`src/rtl/and_bus_monitor_if.sv`:
```
// Bundle of the stimulus, netlist-output and result-handshake signals seen by and_bus_monitor.
// The master side drives the netlist samples and consumes the counters.
interface and_bus_monitor_if #(
    parameter int CNT_W = 8
) ();
    logic             start;
    logic             in_valid;
    logic             d;
    logic             y0;
    logic             y1;
    logic             y2;
    logic             busy;
    logic [CNT_W-1:0] err_gnd;
    logic [CNT_W-1:0] err_vcc;
    logic [CNT_W-1:0] y2_ones;
    logic             sticky_fail;
    logic             res_valid;
    logic             res_ready;

    modport master (
        output start, in_valid, d, y0, y1, y2, res_ready,
        input  busy, err_gnd, err_vcc, y2_ones, sticky_fail, res_valid
    );

    modport slave (
        input  start, in_valid, d, y0, y1, y2, res_ready,
        output busy, err_gnd, err_vcc, y2_ones, sticky_fail, res_valid
    );
endinterface

```
`src/rtl/and_bus_monitor.sv`:
```
// Windowed checker for the tie-cell AND netlist: counts y0!=0 and y1!=d violations plus y2 ones
// over WINDOW valid samples and hands the totals out through a valid/ready result.
module and_bus_monitor #(
    parameter int WINDOW = 16,
    parameter int CNT_W  = 8
) (
    input  logic             clk,
    input  logic             rst,
    and_bus_monitor_if.slave bus
);
    typedef enum logic [1:0] {IDLE, ARM, RUN, REPORT} state_t;

    localparam logic [CNT_W-1:0] CNT_MAX  = '1;
    localparam logic [CNT_W-1:0] LAST_IDX = CNT_W'(WINDOW - 1);

    state_t                  state_reg;
    logic                    s_valid_reg;
    logic                    s_d_reg;
    logic                    s_y0_reg;
    logic                    s_y1_reg;
    logic                    s_y2_reg;
    logic [CNT_W-1:0]        sample_cnt_reg;
    logic                    sticky_reg;
    logic                    count_en;
    logic [2:0]              inc;
    logic [2:0][CNT_W-1:0]   cnt_all;

    // Capture stage runs in every state; only RUN consumes what it holds.
    always_ff @(posedge clk) begin
        if (rst) begin
            s_valid_reg <= 1'b0;
            s_d_reg     <= 1'b0;
            s_y0_reg    <= 1'b0;
            s_y1_reg    <= 1'b0;
            s_y2_reg    <= 1'b0;
        end else begin
            s_valid_reg <= bus.in_valid;
            s_d_reg     <= bus.d;
            s_y0_reg    <= bus.y0;
            s_y1_reg    <= bus.y1;
            s_y2_reg    <= bus.y2;
        end
    end

    assign count_en = (state_reg == RUN) && s_valid_reg;
    assign inc      = {s_y2_reg, s_y1_reg ^ s_d_reg, s_y0_reg};

    always_ff @(posedge clk) begin
        if (rst) begin
            state_reg      <= IDLE;
            sample_cnt_reg <= '0;
        end else begin
            case (state_reg)
                IDLE: begin
                    if (bus.start) begin
                        state_reg <= ARM;
                    end
                end
                ARM: begin
                    sample_cnt_reg <= '0;
                    state_reg      <= RUN;
                end
                RUN: begin
                    if (s_valid_reg) begin
                        sample_cnt_reg <= sample_cnt_reg + 1'b1;
                        if (sample_cnt_reg == LAST_IDX) begin
                            state_reg <= REPORT;
                        end
                    end
                end
                REPORT: begin
                    if (bus.res_ready) begin
                        state_reg <= IDLE;
                    end
                end
                default: state_reg <= IDLE;
            endcase
        end
    end

    // err_gnd, err_vcc, y2_ones share one saturating counter shape, indexed by inc bit.
    generate
        for (genvar gi = 0; gi < 3; gi++) begin : g_cnt
            logic [CNT_W-1:0] cnt_reg;

            always_ff @(posedge clk) begin
                if (rst) begin
                    cnt_reg <= '0;
                end else if (state_reg == ARM) begin
                    cnt_reg <= '0;
                end else if (count_en && inc[gi] && (cnt_reg != CNT_MAX)) begin
                    cnt_reg <= cnt_reg + 1'b1;
                end
            end

            assign cnt_all[gi] = cnt_reg;
        end
    endgenerate

    // Any counted error makes an error counter nonzero on this same edge.
    always_ff @(posedge clk) begin
        if (rst) begin
            sticky_reg <= 1'b0;
        end else if (state_reg == ARM) begin
            sticky_reg <= 1'b0;
        end else if (count_en && (inc[0] || inc[1])) begin
            sticky_reg <= 1'b1;
        end
    end

    assign bus.busy        = (state_reg != IDLE);
    assign bus.res_valid   = (state_reg == REPORT);
    assign bus.err_gnd     = cnt_all[0];
    assign bus.err_vcc     = cnt_all[1];
    assign bus.y2_ones     = cnt_all[2];
    assign bus.sticky_fail = sticky_reg;
endmodule

```
`src/flat_wrapper.sv`:
```
// flat-port wrapper written by rule: the top's interface ports become plain ports
module and_bus_monitor_flat 
#(
    parameter int WINDOW = 16,
    parameter int CNT_W  = 8
)
  (clk, rst, bus_start, bus_in_valid, bus_d, bus_y0, bus_y1, bus_y2, bus_res_ready, bus_busy, bus_err_gnd, bus_err_vcc, bus_y2_ones, bus_sticky_fail, bus_res_valid);
  and_bus_monitor_if #(.CNT_W(CNT_W)) bus_i ();
  input  logic clk;
  input  logic rst;
  input wire logic [$bits(bus_i.start)-1:0] bus_start;
  input wire logic [$bits(bus_i.in_valid)-1:0] bus_in_valid;
  input wire logic [$bits(bus_i.d)-1:0] bus_d;
  input wire logic [$bits(bus_i.y0)-1:0] bus_y0;
  input wire logic [$bits(bus_i.y1)-1:0] bus_y1;
  input wire logic [$bits(bus_i.y2)-1:0] bus_y2;
  input wire logic [$bits(bus_i.res_ready)-1:0] bus_res_ready;
  output wire logic [$bits(bus_i.busy)-1:0] bus_busy;
  output wire logic [$bits(bus_i.err_gnd)-1:0] bus_err_gnd;
  output wire logic [$bits(bus_i.err_vcc)-1:0] bus_err_vcc;
  output wire logic [$bits(bus_i.y2_ones)-1:0] bus_y2_ones;
  output wire logic [$bits(bus_i.sticky_fail)-1:0] bus_sticky_fail;
  output wire logic [$bits(bus_i.res_valid)-1:0] bus_res_valid;
  assign bus_i.start = bus_start;
  assign bus_i.in_valid = bus_in_valid;
  assign bus_i.d = bus_d;
  assign bus_i.y0 = bus_y0;
  assign bus_i.y1 = bus_y1;
  assign bus_i.y2 = bus_y2;
  assign bus_i.res_ready = bus_res_ready;
  assign bus_busy = bus_i.busy;
  assign bus_err_gnd = bus_i.err_gnd;
  assign bus_err_vcc = bus_i.err_vcc;
  assign bus_y2_ones = bus_i.y2_ones;
  assign bus_sticky_fail = bus_i.sticky_fail;
  assign bus_res_valid = bus_i.res_valid;
  and_bus_monitor #(.WINDOW(WINDOW), .CNT_W(CNT_W)) u_core (.clk(clk), .rst(rst), .bus(bus_i));
endmodule
```
`config.mk`:
```
export PLATFORM = sky130hd
export DESIGN_NAME = and_bus_monitor_flat
export DESIGN_NICKNAME = d
export VERILOG_FILES = /design/src/rtl/and_bus_monitor_if.sv /design/src/rtl/and_bus_monitor.sv /design/src/flat_wrapper.sv
export SDC_FILE = /design/constraint.sdc
export NUM_CORES = 1
export LEC_CHECK = 0
export ABC_AREA = 1
export BUFFER_PORTS_ARGS = -buffer_cell sky130_fd_sc_hd__buf_2
export CORE_MARGIN = 2
export CORE_UTILIZATION = 51
export CTS_BUF_LIST = sky130_fd_sc_hd__clkbuf_16
export DETAILED_ROUTE_END_ITERATION = 6
export HOLD_SLACK_MARGIN = 0.15
export PLACE_DENSITY = 0.87
export SYNTH_ARGS = -nofsm -noshare
export SYNTH_HDL_FRONTEND = slang
export SYNTH_SLANG_ARGS = --single-unit
```
`constraint.sdc`:
```
create_clock -name clk -period 1.32 [get_ports clk]
set_input_delay 0.33 -clock clk [delete_from_list [all_inputs] [get_ports clk]]
set_output_delay 0.33 -clock clk [all_outputs]
set_load 0.005 [all_outputs]
```
== After elaboration in Yosys (flattened, before gate mapping) ==
Index checks and enable logic that the tools add are counted.

* Memory bits (writable): 0
* Memory bits (read-only): 0
* Bits in latches: 0
* Logic and storage cells: 49
* Input bits: 9
* Bits in registers: 40
* Output and inout bits: 27
* Memories kept: 0

* Div/mod/pow operators: 0
* $add $sub $neg: 4
* $lt $le $gt $ge: 0
* Equality and inequality tests: 11
* Shift operators: 0
* Bitwise operators: 1
* Mux-type cells: 7
* Reduce and logical (&&, ||, !) cells: 15
* $mul: 0

{| class="wikitable"
|+ Operators with widths
! kind !! count
|-
| $add A8 B1 Y8 const B || 4
|-
| $ne A8 B8 Y1 const B || 3
|-
| $pmux W8 S2 || 1
|-
| $eq A8 B4 Y1 const B || 1
|-
| $logic_and A1 B1 Y1 || 8
|-
| $mux W2 || 4
|-
| $mux W8 || 1
|-
| $pmux W2 S4 || 1
|-
| $ne A2 B2 Y1 const B || 3
|-
| $eq A2 B2 Y1 const B || 2
|-
| $reduce_and A4 Y1 || 1
|-
| $reduce_bool A2 Y1 || 2
|-
| $eq A2 B1 Y1 const B || 1
|-
| $logic_not A2 Y1 || 1
|-
| $ne A2 B1 Y1 const B || 1
|-
| $reduce_and A2 Y1 || 1
|-
| $reduce_or A2 Y1 || 1
|-
| $logic_or A1 B1 Y1 || 1
|-
| $xor A1 B1 Y1 || 1
|}

== Logic depth before layout (Yosys ltp) ==
Gate-level depths: netlist of the first run.

* Depth after elaboration: 4
* Mapped depth: 11
* Depth with buffers taken out: 11

== Least setup slack after synthesis of the first run ==
OpenSTA, ideal clock, no wires.

* Path type: flip-flop to flip-flop
* Start point: register u_core.state_reg[0]
* End point: register u_core.g_cnt[2].cnt_reg[5] (netlist: u_core.bus.y2_ones[5])
* Buffers on the path: 0
* Setup slack: -81 ps
* Stages on the path, launching flop included: 8
* Library setup time: 116 ps
* Arrival time: 1285 ps
* Data required time: 1204 ps
* Period minus slack after synthesis: 1401 ps
* Path through: dfxtp_1 -> inv_1 -> ha_1 -> nand2_4 -> nor2_8 -> nand3_1 -> o21ai_0 -> nor2_1

* Cells in the longest elaborated chain, start to end: 4
* Elaborated cells between the ends (all ways): 6
* Classes of those cells: eq/ne (2); reduce/logical (4)

{| class="wikitable"
|+ RTL lines
! item !! RTL line !! RTL
|-
| from (decl) || and_bus_monitor.sv:16 || <nowiki>state_t state_reg;</nowiki>
|-
| from (signal assigned) || and_bus_monitor.sv:50 || <nowiki>state_reg <= IDLE;</nowiki>
|-
| from (signal assigned) || and_bus_monitor.sv:56 || <nowiki>state_reg <= ARM;</nowiki>
|-
| from (signal assigned) || and_bus_monitor.sv:61 || <nowiki>state_reg <= RUN;</nowiki>
|-
| $eq A2 B2 Y1 || and_bus_monitor.sv:45 || <nowiki>assign count_en = (state_reg == RUN) && s_valid_reg;</nowiki>
|-
| $logic_and A1 B1 Y1 || and_bus_monitor.sv:45 ||
|-
| $logic_and A1 B1 Y1 (2 in a row) || and_bus_monitor.sv:91 || <nowiki>end else if (count_en && inc[gi] && (cnt_reg != CNT_MAX)) begin</nowiki>
|-
| to (signal assigned) || and_bus_monitor.sv:92 || <nowiki>cnt_reg <= cnt_reg + 1'b1;</nowiki>
|-
| to (decl) || and_bus_monitor.sv:84 || <nowiki>logic [CNT_W-1:0] cnt_reg;</nowiki>
|}

Parallel ways exist; a longest one is shown, timed or not.
A chain may end at the register's enable or synchronous reset.

== Worst setup path after layout of the first run ==
* Start point: register u_core.state_reg[1]
* End point: output port bus_busy

* Cells in the longest elaborated chain, start to end: 1

{| class="wikitable"
|+ RTL lines
! item !! RTL line !! RTL
|-
| $reduce_bool A2 Y1 || and_bus_monitor.sv:111 || <nowiki>assign bus.busy = (state_reg != IDLE);</nowiki>
|-
| to (decl) || flat_wrapper.sv:18 || <nowiki>output wire logic [$bits(bus_i.busy)-1:0] bus_busy;</nowiki>
|}

No other way between the ends.

==> reports/summary.md, run 1 <==
The delay of the slowest cell on the worst path was 0.36 ns; the setup slack on the worst flop-to-flop path was -0.03 ns. The final design utilization was 75.5%; the total overflow reported by the global router was 0. Detailed placement finished with a half-perimeter wire length of 3750 um. Compared with the post-synthesis result, the final layout area differs by 38.9%. Counting buffers and inverters, the worst setup path is 4 cells deep. The wire length of the first global-routing pass was 9160 um. The critical path contains buffers and inverters numbering 3 combined. By startpoint and endpoint, the worst setup path is classified as reg -> out. Counting distinct cell types in the post-synthesis netlist gives 25.

The pin count of the biggest net entering global routing is 14, and the largest driver fanout on the critical path is 4. In the global route stage, overall resource usage came out at 22.6%. The number of hold violations in the final report was 0.

Walking the worst path, the cells encountered are inv_2, ha_2, inv_2, buf_2. The number of antenna diodes in the final layout is 0. The floorplan step set the die height to 70.0 um. The most numerous cell type found on the critical path is sky130_fd_sc_hd__inv_2.

In the layout the commonest cells are 73 x sky130_fd_sc_hd__nand2_1, 50 x sky130_fd_sc_hd__inv_1, 45 x sky130_fd_sc_hd__nor2_1. For this run, the number of Yosys warnings is 0. Port buffering added 35 buffers. TritonCTS built the clock tree. The maximum count of clock buffers along a single path came out at 2.

The max-capacitance violation count was 0. At the pin with the least slew margin, the transition time is 0.326 ns. In this run, the number of DRC markers left after iteration 0 of detailed routing was 151. The tools report the count of unresolved DRC violations after routing as 0. The cell area that synthesis handed to floorplanning was 2220 um^2. Once placement completed, the tool counted placed cells totaling 440. The startpoint identified for the worst hold timing path is bus_d. Leaving out fill and tap cells, the most frequent cell in the layout is sky130_fd_sc_hd__nand2_1. The floorplan step defined a core boundary enclosing 4090 um^2.

For the number of nets in the final layout, the log shows 423. In the final layout, the share of cells above drive strength 1 is 36.0%. The power per cell area came out at 1150 nW/um^2.

Setup repair after global routing could not meet its margin everywhere. Worst reg2reg path startpoint: u_core.state_reg[0]$_SDFFE_PP0P_. After synthesis the netlist holds a flip-flop and latch count of 40. The type of origin of the critical path is a register. Total setup violations reported at the end of the flow: 15.

The critical path ends at bus_busy. The type of the tightest min-delay check is in -> reg. The horizontal die dimension is 70.0 um. Capturing element type of the critical path: an output port. The placer's final routability congestion estimate is 0.899.

For the total routed wirelength, the log shows 5940 um. The number of max-slew violations in the final report came out at 0. I/O pin count: 36. The initial utilization of the core area, before any placement, comes to 54.3%. The run gives 0 as the initial antenna violation count. After technology mapping, the gate count stands at 332. Synthesized area per cell: 6.69 um^2. The final reports fail on setup timing.

Grouping stages by cell kind, the critical path spends the most delay in flip-flops. The number of iterations in the first detailed-routing pass came out at 5. The run gives 78.1% as the headroom to the max-slew limit. The share of the Yosys chip area taken by registers is 36.1%.

In this run, CTS created clock tree buffers numbering 5. For the maximum operating frequency, the log shows 727 MHz. The critical path starts at u_core.state_reg[1]$_SDFFE_PP0P_. The minimum clock period was 1.38 ns; the standard-cell row count was 23. The mean number of vias per cell is 5.27. Synthesis produced a netlist with a net count of 350. The worst clock skew on the final layout is 0.00573 ns. Clock tree synthesis selected as its root buffer the cell sky130_fd_sc_hd__clkbuf_16.

The run gives 456 as the final instance count without filler cells. The logs give 2245 for the number of global-route vias before repair and 0 for the number of antenna-violating nets in the routed design. After layout, the worst path uses 104% of the clock period.

The worst slack on hold paths is 0.250 ns. The analysis attributes to cell leakage a power of 0.00142 uW. In this run the critical register-to-register path is captured at u_core.bus.err_vcc[1]$_SDFFE_PP0P_. The run finished, with violations left. At the later pin of the worst-skew pair, clock insertion delay measures 0.28 ns. For this design, the slowest cell found on the critical path is sky130_fd_sc_hd__dfxtp_4. Summing over every cut layer, the via total after detailed routing is 2403. Total power for the finished layout comes to 3550 uW.

The clock transition at the registers of the reported paths was 0.06 ns; the post-place setup slack was -0.151 ns. Data arrives at the worst endpoint at 1.05 ns. The path depth of the worst reg2reg path came out at 7. The die covers 4900 um^2.

The logs give 0.723 mV for the peak supply drop and 2 for the CTS H-tree depth. The worst-case setup margin in the final layout is -0.0556 ns, and the CTS sink count is 40. The data required time of the critical path is 0.99 ns, and the wire length per cell is 13.0 um.
cell usage after synthesis:
cell,count,area (um^2)
sky130_fd_sc_hd__nand3b_1,3,22.5
sky130_fd_sc_hd__a21oi_2,1,8.76
sky130_fd_sc_hd__a21oi_1,19,95.1
sky130_fd_sc_hd__nor2_4,2,22.5
sky130_fd_sc_hd__o21ai_0,8,40.0
sky130_fd_sc_hd__nand2_1,82,308
sky130_fd_sc_hd__inv_1,54,203
sky130_fd_sc_hd__clkinv_2,1,5.00
sky130_fd_sc_hd__nand2_4,4,45.0
sky130_fd_sc_hd__buf_2,3,15.0
sky130_fd_sc_hd__nor2_2,2,12.5
sky130_fd_sc_hd__nor2_1,52,195
sky130_fd_sc_hd__o21ai_1,2,10.0
sky130_fd_sc_hd__inv_2,1,3.75
sky130_fd_sc_hd__nand3_1,25,125
sky130_fd_sc_hd__nand4_1,7,43.8
sky130_fd_sc_hd__xor2_1,3,26.3
sky130_fd_sc_hd__xnor2_1,2,17.5
sky130_fd_sc_hd__nor2_8,2,40.0
sky130_fd_sc_hd__nand2_2,3,18.8
sky130_fd_sc_hd__nand3_4,1,17.5
sky130_fd_sc_hd__dfxtp_1,40,801
sky130_fd_sc_hd__ha_1,9,113
sky130_fd_sc_hd__nor3_1,5,25.0
sky130_fd_sc_hd__a21boi_0,1,7.51
repair_timing:
| item | in CTS | in global routing |
|---|---|---|
| gates cloned | 1 | 0 |
| endpoints found under the setup margin | 34 | 33 |
| pin swaps | 7 | 18 |
| hold buffers | 0 | 0 |
| gates resized for setup | 18 | 52 |
| setup buffers | 1 | 6 |
worst min-delay path by stage:
stage / end / slack, ns / cells after the start
floorplan: u_core.s_d_reg$_SDFF_PP0_ / 0.44 / 2
global placement: u_core.sample_cnt_reg[3]$_SDFFE_PP0P_ / 0.46 / 1
detailed placement: u_core.sample_cnt_reg[3]$_SDFFE_PP0P_ / 0.47 / 1
CTS: u_core.s_valid_reg$_SDFF_PP0_ / 0.25 / 3
global route: u_core.s_d_reg$_SDFF_PP0_ / 0.27 / 3
finish: u_core.s_d_reg$_SDFF_PP0_ / 0.25 / 3
tightest hold or removal path, cell delays in order:
cell and delay (ns):
sky130_fd_sc_hd__buf_2 0.07, sky130_fd_sc_hd__inv_1 0.03, sky130_fd_sc_hd__nor2_1 0.06
power breakdown:
part	switching, uW	leakage [uW]	internal [uW]
Sequential	44.3	0.000327	1260
Clock	490	0.0000798	888
Combinational	519	0.00101	349
Total	1050	0.00142	2500
area by class of cell:
class / instances / area, um^2
Multi-Input combinational cell: 234 / 1400
Fill cell: 276 / 1000
Sequential cell: 40 / 812
Timing Repair Buffer: 68 / 430
Inverter: 56 / 214
Clock buffer: 5 / 125
Tap cell: 50 / 62.6
Clock inverter: 3 / 42.5
kinds of logic after synthesis:
group | share of synthesized area [%]
AOI/OAI and AO/OA | 7.27
adders and majority gates | 5.07
and+or+nand+nor | 39.4
buffers and inverters | 10.2
DFF | 36.1
xor gates and xnor gates | 1.97
through the flow:
step / setup TNS (ns) / area [um^2]
6_report: -0.361 / 3090
5_1_grt: -2.06 / 3090
4_1_cts: -0.208 / 2890
3_5_place_dp: -2.13 / 2650
3_3_place_gp: -0.600 / 2650
2_1_floorplan: 0 / 2230
layer usage:
metal / GRT usage, % / part of all wire, % / up-vias
li1: - / - / 1177
met1: 24.6 / 40 / 1126
met2: 43.1 / 54 / 86
met3: 5.34 / 4.4 / 14
met4: 6.62 / 2.3 / 0
met5: 0 / 0 / -
(Power assumes the default switching activity.)
==> inputs of run 2 (changes only) <==
Settings changed: CAP_MARGIN set to 20, CORE_UTILIZATION 51 to 30, PLACE_DENSITY 0.87 to 0.6.
==> run 2 against run 1 <==
Against the previous run:
- routed wire length decreased by 13%
- global-route usage decreased by 9.6 points
- largest power group unchanged
- sequential share of layout area decreased by 1.2 points
- largest cell class unchanged
- hold slack got worse by 0.0010 ns
- critical endpoint is now u_core.bus.err_gnd[6]$_SDFFE_PP0P_
- the run still ends with setup timing left
- power increased by 2.9%
==> reports/summary.md, run 2 (synthesis gave the netlist of run 1 again) <==
The flow ran to the end, but the final reports show violations. The final reports fail on setup timing. The first global-routing pass estimated 8820 um of wire.

The type of origin of the critical path was a register. The tools report the count of antenna diodes in the layout as 0. The setup check on the worst reg-to-reg path leaves a slack of -0.04 ns. The core footprint was 7210 um^2. The worst hold path terminates at u_core.s_d_reg$_SDFF_PP0_.

Detailed routing inserted a total of 2246 vias. The worst hold path belongs to the class in -> reg. In this run the most critical hold path is launched from bus_d. Wire length per cell: 10.2 um. From left edge to right edge, the die measures 90.0 um.

For this block, wires on met1 add up to 2480 um. For the final routed database, the setup TNS stands at -0.334 ns. The run gives 1.50 ns as the data required time of the critical path.

Measured against its own limit, the worst slew margin works out to 81.3%. The routed design uses 2390 um of met2 wire. Setup repair after global routing could not meet its margin everywhere. Number of max-slew violations in the final report: 0.

The area of the die came out at 8110 um^2. Across the run, the number of max-cap violations was 0. The logs give 14 for the pin count of the biggest net entering global routing and 0.789 mV for the peak supply drop. The multi-input combinational cell area is 1410 um^2. The run gives 1969 as the number of global-route vias before repair. The run gives 0.28 ns as the worst-skew pair later-pin latency. The run gives 44.7% as the final design utilization. The capture instance of the worst register-to-register path is u_core.bus.err_gnd[6]$_SDFFE_PP0P_. The tools report the placer's final routability congestion estimate as 0.779. Of all nets on the critical path, the largest fanout is 6. Dividing total power by cell area gives a power density of 1130 nW/um^2. At the pin with the least slew margin, the transition time is 0.280 ns. Before antenna repair, the detailed router went through 4 iterations. On the worst path, the slowest cell contributes a delay of 0.36 ns. In this run the clock root is driven by a sky130_fd_sc_hd__clkbuf_16.

The minimum clock period is 1.36 ns, and the total routed wirelength is 5190 um. In this run, CTS created clock tree buffers numbering 5. Worst setup path category: reg -> reg. The family with the most delay on the worst path was simple AND/OR/NAND/NOR gates. The wire-length estimate of the detail-placed layout is 3650 um.

The worst hold path stage count was 3. STA classifies the critical path endpoint as a register. Buffers inserted to repair hold after CTS numbered 0. For this design the static power due to leakage is 0.00146 uW.

Across the whole layout, storage elements account for 811 um^2. For the number of hold violations in the final report, the log shows 0. The total overflow reported by the global router was 0. The worst clock skew on the final layout came out at 0.00351 ns. The count of buffers added on input and output ports is 35. In this run the number of H-tree levels came out at 2. The mean number of vias per cell was 4.43; the power consumption was 3650 uW.

TritonCTS built the clock tree. The final critical path takes up 103% of the cycle. The library cell used most frequently in the layout, excluding fill and tap cells, is sky130_fd_sc_hd__nand2_1. The global-route usage over all layers was 13.1%.

The highest metal layer carrying signal wires in the routed design is met4. In this run the critical register-to-register path is launched from u_core.state_reg[0]$_SDFFE_PP0P_. Counting cells, the worst reg-to-reg path comes to 8.

From synthesis to final layout, the design area changed by 45.2%. Measured along the y axis, the die boundary spans 90.0 um. In this run the deepest clock path goes through 2 buffers.

Row generation in the floorplan step produced 31 rows. The run gives 40 as the CTS sink count. In the layout the commonest cells are 78 x sky130_fd_sc_hd__nand2_1, 49 x sky130_fd_sc_hd__inv_1, 46 x sky130_fd_sc_hd__nor2_1. After detailed routing, the met3 layer carries 241 um of wire.

For this run, design rule violations remaining after detail routing come to 0. The layout has 730 filler cells. The critical path contains buffers and inverters numbering 2 combined.

The logs give 16 for the total setup violations reported at the end of the flow and 0 for the initial antenna violation count. At the worst endpoint, the arrival time is 1.54 ns. The final layout contains 425 nets. The logs give 36 for the I/O pin count and 63 for the count of routing violations after the opening detailed-route iteration.

The share of cells above drive strength 1 was 33.3%. The worst-case setup margin in the final layout was -0.0401 ns. Traced cell by cell, the critical path runs through inv_6, ha_4, nand2_8, nor2_8, buf_6, nand4_1, nand2_1, nor2_1. The cell at the slowest stage of the critical path was sky130_fd_sc_hd__dfxtp_4.

The clock transition at the registers of the reported paths is 0.06 ns. For this configuration, the core starts out at a cell density of 30.8%. Hold is met by 0.249 ns. The maximum operating frequency is 735 MHz, and the number of antenna-violating nets in the routed design is 0.
run 2: cell types whose count changed in the layout (fill, tap and decap cells not counted), moves of 4 or more:
cell,change
sky130_fd_sc_hd__a21oi_1,+6
sky130_fd_sc_hd__a21oi_2,-6
sky130_fd_sc_hd__nand2_2,-6
sky130_fd_sc_hd__nand2_1,+5
sky130_fd_sc_hd__dfxtp_2,-4
sky130_fd_sc_hd__ha_2,-4
run 2: layout make-up:
| class | instances | area share (%) |
|---|---|---|
| Multi-Input combinational cell | 234 | 43.6 |
| Clock inverter | 3 | 1.16 |
| Inverter | 56 | 7.10 |
| Clock buffer | 5 | 3.88 |
| Tap cell | 99 | 3.84 |
| Timing Repair Buffer | 70 | 15.3 |
| Sequential cell | 40 | 25.1 |
run 2: routing by layer:
metal / vias to the layer above / track usage, %
li1: 1194 / -
met1: 993 / 17.4
met2: 52 / 20.6
met3: 7 / 2.93
met4: 0 / 5.00
met5: - / 0
run 2: per-stage QoR:
step / cell area, um^2 / setup WS, ns / cells
floorplan: 2230 / 0.0327 / 332
global placement: 2740 / -0.0970 / 489
global route: 3220 / -0.117 / 507
finish: 3220 / -0.0401 / 507
detailed placement: 2740 / -0.128 / 489
CTS: 3060 / -0.0331 / 505
run 2: timing repair:
action / 4_1_cts / 5_1_grt
pin swaps: 13 / 24
resized for setup: 29 / 43
cloned: 1 / 0
setup buffers: 8 / 2
setup endpoints to repair: 35 / 36
hold endpoints to repair: 0 / 0
run 2: worst max path at each step:
stage	from	endpoint	depth (start not counted)
finish	u_core.state_reg[0]$_SDFFE_PP0P_	u_core.bus.err_gnd[6]$_SDFFE_PP0P_	8
CTS	u_core.state_reg[1]$_SDFFE_PP0P_	bus_busy	4
global placement	u_core.state_reg[0]$_SDFFE_PP0P_	u_core.bus.err_vcc[0]$_SDFFE_PP0P_	7
floorplan	u_core.bus.y2_ones[0]$_SDFFE_PP0P_	u_core.bus.y2_ones[7]$_SDFFE_PP0P_	8
detailed placement	u_core.state_reg[0]$_SDFFE_PP0P_	u_core.bus.err_vcc[1]$_SDFFE_PP0P_	7
global route	u_core.state_reg[0]$_SDFFE_PP0P_	u_core.bus.err_vcc[1]$_SDFFE_PP0P_	7
run 2: worst min-delay path: cells and delay by family:
family	cells	cell delay, ns
AND/OR/NAND/NOR	1	0.06
buffers and inverters	2	0.11
run 2: power breakdown:
| group | switching [uW] | leakage (uW) | internal [uW] | total [uW] |
|---|---|---|---|---|
| clock network | 479 | 0.0000789 | 879 | 1360 |
| logic | 517 | 0.00105 | 452 | 969 |
| registers | 63.4 | 0.000326 | 1260 | 1330 |
==> inputs of run 3 (changes only) <==
Settings changed: CORE_UTILIZATION 30 to 40, PLACE_DENSITY 0.6 to 0.73.
==> run 3 against run 2 <==
Against the previous run:
- the flow still finishes with violations (setup timing)
- clock skew about the same
- die area decreased by 24%
- via count decreased by 0.89%
- design area decreased by 4.1%
- maximum frequency decreased by 3.2%
- register-to-register slack got worse by 0.03 ns
- highest routed layer unchanged
- power decreased by 8.6%
- largest cell class unchanged
==> reports/summary.md, run 3 (synthesis gave the netlist of run 1 again) <==
The run finished, with violations left. The checks that failed: setup timing. After clock tree synthesis, the clock-pin slew on the worst setup and hold paths is 0.06 ns.

Capturing element type of the critical path: an output port. The CTS sink count came out at 40. From left edge to right edge, the die measures 78.5 um.

The H-tree was split into 2 levels. The smallest clock period supported by the final layout is computed as 1.41 ns. In this run the deepest clock path goes through 2 buffers.

The data required time of the critical path is 0.99 ns. The layer with the highest usage is met2. Summed over all layers, the global routing overflow is 0.

The type of the tightest min-delay check is in -> reg. The internal power of the cells totals 2330 uW. I/O pin count: 36.

Across the routed clock network, the largest skew measured is 0.00331 ns. Hold timing on the final database bottoms out at a slack of 0.252 ns. For hold timing, the worst endpoint is u_core.s_y0_reg$_SDFF_PP0_. Path depth of the worst reg2reg path: 8. STA classifies the critical path startpoint as a register.

Dividing the detail-routed via count by the number of cells gives 4.67. The HPWL after detailed placement is 3630 um. Entering global routing, the biggest net connects 13 pins. Summing all placed instances gives a cell area of 2710 um^2. The count of unresolved DRC violations after routing was 0. The worst hold path was traced through 3 stages. The peak supply drop was 0.785 mV. Static timing analysis puts the maximum clock frequency at 712 MHz. The tools report the core footprint as 5440 um^2. In this run the critical register-to-register path is launched from u_core.state_reg[0]$_SDFFE_PP0P_. For the pin with the worst max-slew slack, the measured transition is 0.297 ns.

Setup violations remaining at the end of the flow were counted as 27. In this run switching power makes up 30.1% of total power. Dividing the final minimum period by the clock period gives 106%. For this run, global-route usage on met2 was measured as 30.3%. The count of buffers added on input and output ports is 35. The run gives 0 as the number of buffers inserted for hold repair after clock tree synthesis. Summed over all cells, the static leakage comes to 0.00140 uW. The number of global-route vias before repair was 2038. Total power for the finished layout comes to 3340 uW. In this run, the clock network consumes 34.0% of the power.

Prior to clock tree synthesis, the placed netlist has a worst setup slack of -0.0575 ns. The total routed wirelength is 5250 um, and the wire length of the first global-routing pass is 8570 um. The standard-cell row count came out at 27. The endpoint identified for the worst register-to-register timing path is u_core.bus.y2_ones[1]$_SDFFE_PP0P_. The area overhead of the layout relative to synthesis is 39.2%, and the area of the die is 6160 um^2. For the final routed database, the setup TNS stands at -1.09 ns. The number of nets in the final layout is 422, and the detailed-route via count is 2226. In this run the most critical hold path is launched from bus_y0. For this design the ratio of total power to cell area is 1080 nW/um^2.

Worst setup path category: reg -> out. TritonCTS built the clock tree. In the final layout, the share of cells above drive strength 1 is 33.3%.

The share of power burned in registers came out at 38.8%. Leaving out fill and tap cells, the most frequent cell in the layout is sky130_fd_sc_hd__nand2_1. The top cell types in the final layout, fill and taps aside, are 77 x sky130_fd_sc_hd__nand2_1, 49 x sky130_fd_sc_hd__inv_1, 45 x sky130_fd_sc_hd__nor2_1. The number of antenna-violating nets in the routed design is 0. The number of hold violations in the final report is 0, and the largest driver fanout on the critical path is 3. The tool flagged a number of max-cap violations equal to 0. At the later pin of the worst-skew pair, clock insertion delay measures 0.28 ns. The global-route met3 utilization was 3.56%; the starting utilization of the core area was 40.8%. The wire length per cell is 11.0 um. Routability-driven placement finished with a final weighted congestion of 0.792. The number of iterations in the first detailed-routing pass is 4, and the switching power is 1010 uW.

The die boundary height is 78.5 um. The worst pin sits at a relative slew slack of 80.2%. Clock tree synthesis selected as its root buffer the cell sky130_fd_sc_hd__clkbuf_16. After routing the design area is 3090 um^2.

The worst-case setup margin in the final layout is -0.0852 ns. The critical path data arrival time came out at 1.08 ns. Setup repair after global routing could not meet its margin everywhere. The logs give 0 for the count of antenna diodes in the layout and 111 for the count of routing violations after the opening detailed-route iteration. The worst register-to-register path has a setup slack of -0.07 ns. The run gives 5 as the total CTS buffers. In this run, the combinational gates consume 27.2% of the power.

Global routing used 17.0% of the available tracks. The initial antenna violation count was 0; the number of max-slew violations in the final report was 0. Global routing used 20.7% of the available met1 tracks.
==> run 3: worst max path at each step <==
stage | from | to | slack (ns)
after floorplan | u_core.bus.y2_ones[0]$_SDFFE_PP0P_ | u_core.bus.y2_ones[7]$_SDFFE_PP0P_ | 0.03
after global placement | u_core.state_reg[0]$_SDFFE_PP0P_ | u_core.state_reg[1]$_SDFFE_PP0P_ | -0.02
after detailed placement | u_core.state_reg[1]$_SDFFE_PP0P_ | u_core.bus.y2_ones[2]$_SDFFE_PP0P_ | -0.06
after CTS | u_core.state_reg[0]$_SDFFE_PP0P_ | bus_busy | -0.08
after global routing | u_core.state_reg[0]$_SDFFE_PP0P_ | u_core.bus.y2_ones[5]$_SDFFE_PP0P_ | -0.15
final | u_core.state_reg[0]$_SDFFE_PP0P_ | bus_busy | -0.09
==> run 3: per-layer routing <==
layer	vias to the layer above	part of all wire [%]
li1	1181	-
met1	997	44
met2	46	51
met3	2	3.9
met4	0	0.29
met5	-	0
==> run 3: layout make-up <==
type	instances	area (um^2)
Clock buffer	5	125
Clock inverter	3	13.8
Fill cell	489	2350
Inverter	56	218
Multi-Input combinational cell	235	1410
Sequential cell	40	806
Tap cell	72	90.1
Timing Repair Buffer	66	432
==> run 3: repair_timing <==
item | 4_1_cts | 5_1_grt
setup endpoints to repair | 31 | 36
pin swaps | 22 | 17
setup buffers | 3 | 0
gates resized for setup | 34 | 28
cloned | 1 | 1
==> run 3: power groups by stage <==
stage | combinational [uW] | clock, uW | sequential (uW)
floorplan | 442 | 0 | 1310
global placement | 668 | 0 | 1310
detailed placement | 678 | 0 | 1310
CTS | 861 | 1160 | 1290
global route | 995 | 1220 | 1300
finish | 907 | 1140 | 1300
==> run 3: critical path: stages, from the launching register on <==
cell,delay [ns]
sky130_fd_sc_hd__dfxtp_2,0.34
sky130_fd_sc_hd__inv_2,0.05
sky130_fd_sc_hd__buf_6,0.11
sky130_fd_sc_hd__ha_4,0.15
sky130_fd_sc_hd__inv_2,0.05
sky130_fd_sc_hd__buf_2,0.10
==> run 3: stage by stage <==
step           std cells  util, %
2_1_floorplan        332        -
3_3_place_gp         464     49.8
3_5_place_dp         464     49.8
4_1_cts              476     54.9
5_1_grt              477     56.8
6_report             477     56.8
